## src/rtl/rv_arb_pkg.sv

```systemverilog
// Shared types and constants for the single-port memory arbiter.
package rv_arb_pkg;

  // Which requester used the memory in the previous cycle.
  typedef enum logic [1:0] {
    OWN_NONE  = 2'd0,
    OWN_FETCH = 2'd1,
    OWN_LOAD  = 2'd2,
    OWN_STORE = 2'd3
  } rv_arb_owner_t;

  // Width of the consecutive-data-grant run counter.
  localparam int RV_ARB_RUN_W = 4;

  // Force a byte address onto a word boundary.
  function automatic logic [31:0] rv_arb_word_align(input logic [31:0] addr);
    return {addr[31:2], 2'b00};
  endfunction

endpackage

```

## src/rtl/rv_arb_run_cnt.sv

```systemverilog
// Saturating run counter for the arbiter starvation guard.
// Counts consecutive data grants; a fetch slot clears it. block_o asks the
// arbiter to hand the next slot to fetch once MAX_DATA_RUN grants in a row
// have gone to data.
module rv_arb_run_cnt
  import rv_arb_pkg::*;
#(
  parameter int MAX_DATA_RUN = 4
) (
  input  logic clk_i,
  input  logic rst_n_i,
  input  logic data_gnt_i,
  input  logic fetch_slot_i,
  output logic block_o
);

  localparam logic [RV_ARB_RUN_W-1:0] MAX_CNT = RV_ARB_RUN_W'(MAX_DATA_RUN);

  logic [RV_ARB_RUN_W-1:0] run_cnt_q;

  // Count data grants, clear on fetch, hold at the limit instead of wrapping.
  always_ff @(posedge clk_i or negedge rst_n_i) begin
    if (!rst_n_i) begin
      run_cnt_q <= '0;
    end else if (fetch_slot_i) begin
      run_cnt_q <= '0;
    end else if (data_gnt_i && (run_cnt_q != MAX_CNT)) begin
      run_cnt_q <= run_cnt_q + 1'b1;
    end
  end

  // Block data once the run limit has been reached.
  always_comb begin
    block_o = (run_cnt_q == MAX_CNT);
  end

endmodule

```

## src/rtl/rv_mem_arbiter.sv

```systemverilog
// Single-port SRAM arbiter between instruction fetch and the load/store unit.
// Data accesses win every collision; fetch sees a lost slot as im_valid_o = 0
// one cycle later and simply re-presents its address.
// Optional starvation guard: define RV_ARB_FAIRNESS_EN to force one fetch
// slot after MAX_DATA_RUN consecutive data grants.
//
// state     | meaning
// ----------+----------------------------------------------------------
// OWN_NONE  | reset; nothing was accessed last cycle, no result pending
// OWN_FETCH | fetch used the memory last cycle; instruction word on rdata
// OWN_LOAD  | a load used the memory last cycle; load data on rdata
// OWN_STORE | a store used the memory last cycle; nothing to return
module rv_mem_arbiter
  import rv_arb_pkg::*;
#(
  parameter int MAX_DATA_RUN = 4
) (
  input  logic        clk_i,
  input  logic        rst_n_i,
  input  logic [31:0] im_addr_i,
  output logic [31:0] im_data_o,
  output logic        im_valid_o,
  input  logic        dm_req_i,
  input  logic        dm_we_i,
  input  logic [31:0] dm_addr_i,
  input  logic [31:0] dm_wdata_i,
  input  logic [3:0]  dm_be_i,
  output logic        dm_gnt_o,
  output logic [31:0] dm_rdata_o,
  output logic        dm_rvalid_o,
  output logic [31:0] mem_addr_o,
  output logic [31:0] mem_wdata_o,
  output logic [3:0]  mem_we_o,
  input  logic [31:0] mem_rdata_i
);

  rv_arb_owner_t owner_q, owner_d;
  logic          data_block;
  logic          data_sel;
  logic [31:0]   addr_sel;

`ifdef RV_ARB_FAIRNESS_EN
  rv_arb_run_cnt #(
    .MAX_DATA_RUN (MAX_DATA_RUN)
  ) u_run_cnt (
    .clk_i        (clk_i),
    .rst_n_i      (rst_n_i),
    .data_gnt_i   (data_sel),
    .fetch_slot_i (!data_sel),
    .block_o      (data_block)
  );
`else
  // Strict data priority: the limit is only meaningful with the guard built in.
  logic unused_max_data_run;
  assign unused_max_data_run = ^MAX_DATA_RUN;
  assign data_block = 1'b0;
`endif

  // Slot owner register; async reset drops any result still in flight.
  always_ff @(posedge clk_i or negedge rst_n_i) begin
    if (!rst_n_i) begin
      owner_q <= OWN_NONE;
    end else begin
      owner_q <= owner_d;
    end
  end

  // Pick this cycle's owner and drive the SRAM request side.
  always_comb begin
    data_sel    = 1'b0;
    addr_sel    = im_addr_i;
    owner_d     = OWN_FETCH;
    dm_gnt_o    = 1'b0;
    mem_we_o    = 4'b0000;
    mem_wdata_o = 32'h0;
    if (dm_req_i && !data_block) begin
      data_sel    = 1'b1;
      addr_sel    = dm_addr_i;
      dm_gnt_o    = 1'b1;
      mem_wdata_o = dm_wdata_i;
      if (dm_we_i) begin
        mem_we_o = dm_be_i;
        owner_d  = OWN_STORE;
      end else begin
        owner_d  = OWN_LOAD;
      end
    end
    mem_addr_o = rv_arb_word_align(addr_sel);
  end

  // Route the returning word and flag it for whoever owned the last slot.
  always_comb begin
    im_data_o   = mem_rdata_i;
    dm_rdata_o  = mem_rdata_i;
    im_valid_o  = (owner_q == OWN_FETCH);
    dm_rvalid_o = (owner_q == OWN_LOAD);
  end

  // Low address bits never reach the SRAM.
  logic unused_addr_lsb;
  assign unused_addr_lsb = ^addr_sel[1:0];

endmodule

```

## config.mk

```make
export PLATFORM = sky130hd
export DESIGN_NAME = rv_mem_arbiter
export DESIGN_NICKNAME = d
export VERILOG_FILES = /design/src/rtl/rv_arb_pkg.sv /design/src/rtl/rv_arb_run_cnt.sv /design/src/rtl/rv_mem_arbiter.sv
export SDC_FILE = /design/constraint.sdc
export NUM_CORES = 1
export LEC_CHECK = 0
export ABC_CLOCK_PERIOD_IN_PS = 1850
export CORE_AREA = 2 2 106 108
export DETAILED_ROUTE_END_ITERATION = 16
export DIE_AREA = 0 0 108 110
export GPL_ROUTABILITY_DRIVEN = 0
export MAX_ROUTING_LAYER = met4
export PLACE_DENSITY = 0.54
export SYNTH_ARGS = -nofsm -noshare
export SYNTH_HDL_FRONTEND = slang
export SYNTH_SLANG_ARGS = --single-unit
```

## constraint.sdc

```tcl
create_clock -name clk_i -period 1.85 [get_ports clk_i]
set_input_delay 0.4625 -clock clk_i [delete_from_list [all_inputs] [get_ports clk_i]]
set_output_delay 0.4625 -clock clk_i [all_outputs]
set_load 0.005 [all_outputs]
```

==> summary.log <==
INFO  clock_network  postCtsSetupRepairBufs=0
INFO  grt            globalRouteOverflowTotal=0
INFO  critical_path  required=1.39ns
INFO  clock_network  cts-root-to-sink-buffers=2
INFO  outcome        status=complete, no violations
INFO  clock_network  clock_tree.htree_level_count=1
INFO  critical_path  max_stage_delay=0.39ns
INFO  grt            grt_pass1_vias=1268
INFO  routing        count_of_vias_placed_by_the_detailed_router=1326
INFO  logic_synthesis ys_seq_elements=2
INFO  critical_path  crit_fanout=1
INFO  logic_synthesis syn_area_per_cell=8.09µm²
INFO  critical_path  worstSetupPathType=input port to primary output
INFO  critical_path  crit_path_top_delay_cell=sky130_fd_sc_hd__clkdlybuf4s50_1
INFO  power_and_ir_drop pwr_density_cell=272mW/mm²
INFO  timing         achievable_freq=550MHz
INFO  routing        drt-initial-drc-count=27
INFO  clock_network  cts-buffers-inserted=3
INFO  clock_network  cts.sinks=2
INFO  floorplanning  row_count=38
INFO  routing        remaining_drc_errors=0
INFO  clock_network  path_clk_slew=0.03ns
INFO  placed_design  dpl.cell_count=386
INFO  power_and_ir_drop power.leakage=1.15nW
INFO  cells_and_area post-route-util=0.245
INFO  hold_path      timing.hold.worst.class=input port to asynchronous set/reset pin
INFO  logic_synthesis syn_inst=146
INFO  timing         report.final.hold_viol_count=0
INFO  critical_path  timing.critical_path.from=dm_addr_i[31]
INFO  routing        wl_per_cell=11.9µm
INFO  timing         fin_ws=0.0303ns
INFO  cells_and_area register_area=50.0µm²
INFO  placed_design  buffer_ports.inserted=168
INFO  clock_network  clk_root_buffer_cell=sky130_fd_sc_hd__clkbuf_8
INFO  logic_synthesis synth-seq-area-share=0.0424
INFO  floorplanning  die-height=110µm
INFO  logic_synthesis count_of_distinct_cell_types_in_the_synthesized_netlist=9
INFO  timing         timing.final.setup_violations=0
INFO  cells_and_area most-common-layout-cells=94 x sky130_fd_sc_hd__clkdlybuf4s50_1, 41 x sky130_fd_sc_hd__dlygate4sd2_1, 32 x sky130_fd_sc_hd__and2_1
INFO  floorplanning  design.die.area=0.0119mm²
INFO  floorplanning  dieWidth=108µm
INFO  cells_and_area multi_input_comb_area=589µm²
INFO  cells_and_area final_common_cell=sky130_fd_sc_hd__clkdlybuf4s50_1
INFO  floorplanning  core=0.0107mm²
INFO  cells_and_area top_registers=owner_q (2)
INFO  cells_and_area largest_reg_flops=2
INFO  routing        first_pass_iters=3
INFO  placed_design  place_worst_setup_slack=-0.271ns
INFO  critical_path  cpLargestDelayFamily=buffers and inverters
INFO  logic_synthesis yosys_warning_count=0
INFO  clock_network  tritoncts=built
INFO  timing         grt_setup_unrepaired=false
INFO  timing         finalHoldWorstSlack=0.418ns
INFO  logic_synthesis mapped_cell_area=0.00118mm²
INFO  cells_and_area layout-drive-gt1-share=0.175
INFO  critical_path  cp_num_buf_inv=2
INFO  critical_path  worst_ep_arrival_time=1.36ns
INFO  timing         setup-tns-final=0ns
INFO  job            timing.max_cap.violations=0
INFO  critical_path  path_cells=clkdlybuf4s50_1 -> mux2_2 -> clkdlybuf4s15_2
INFO  critical_path  crit_path_end_kind=primary output
INFO  routing        routed_wl=4.64mm
INFO  timing         final_report_max_slew_violation_count=0
INFO  cells_and_area final_cell_count_no_fill=391
INFO  routing        antenna_left=0
INFO  grt            grt_resource_usage_total=0.0708
INFO  cells_and_area finish.net_count=389
INFO  placed_design  place_hpwl=3.83mm
INFO  cells_and_area area_delta_synth_final=122%
INFO  timing         finalCritPeriodShare=0.984
INFO  grt            grt_max_degree=15
INFO  power_and_ir_drop irDropWorstVdd=0.000202V
INFO  timing         layout_min_cycle_time=1.82ns
INFO  floorplanning  ioPinCount=271
INFO  cells_and_area antenna_cells=0
INFO  cells_and_area registers.top_by_ff_count=owner_q
INFO  floorplanning  floorplan.initialDensity=0.110
INFO  critical_path  critical_path.startpoint_type=input port
INFO  grt            wire_length_of_the_first_global_routing_pass=6.47mm
INFO  routing        via_per_inst=3.39
INFO  cells_and_area fillers=1165
INFO  grt            grt_antenna_before_repair=0
synth_stat cells (all sizes together):
cell type	count	share of area
conb	1	0.0032
buf	74	0.46
mux2	30	0.29
nand2b	1	0.0053
and3	4	0.021
and2	32	0.17
dfrtp	2	0.042
nor2b	2	0.011
worst paths after layout:
kind,to,slack [ns],cells after the start
max in group asynchronous,owner_q[1]$_DFF_PN0_,1.31,1
setup / recovery,mem_addr_o[31],0.03,3
min in group clk_i,owner_q[1]$_DFF_PN0_,0.56,2
hold / removal,owner_q[0]$_DFF_PN0_,0.42,1
metrics by stage:
| step | total power [W] | area, µm² |
|---|---|---|
| 2_1_floorplan | 0.000291 | 1180 |
| 3_3_place_gp | 0.000586 | 2550 |
| 3_5_place_dp | 0.000586 | 2550 |
| 4_1_cts | 0.000724 | 2600 |
| 5_1_grt | 0.000765 | 2620 |
| 6_report | 0.000712 | 2620 |
final cells by class:
cell class | instances | share of cell area
clock buffer | 3 | 0.0158
multi-input combinational | 71 | 0.225
timing repair buffer | 175 | 0.673
tap | 140 | 0.0670
sequential | 2 | 0.0191
power breakdown:
part / switching [W] / internal, W / total (W) / leakage, nW
clock network: 0.0000305 / 0.000137 / 0.000168 / 0.0216
logic: 0.000129 / 0.000368 / 0.000497 / 1.11
registers: 0.000000905 / 0.0000463 / 0.0000473 / 0.0219
total: 0.000160 / 0.000552 / 0.000712 / 1.15
per-layer routing:
metal,track usage,vias up,share of wire
met2,0.127,140,0.48
met5,-,-,0
li1,-,609,-
met3,0.0329,17,0.16
met1,0.0704,560,0.34
met4,0.0165,0,0.017
logic make-up (layout without fill, tap and decap cells):
logic type             count (synthesis)  in the layout  synth area share
buffers and inverters                 74            178             0.462
multiplexers                          30             30             0.286
other                                  1              2           0.00317
flip-flops                             2              2            0.0424
AND/OR/NAND/NOR                       39             39             0.207
timing repair:
item | CTS | global route
cloned | 2 | 0
hold buffers | 0 | 0
endpoints found under the setup margin | 66 | 18
gates resized for setup | 94 | 19
(Power assumes the default switching activity.)
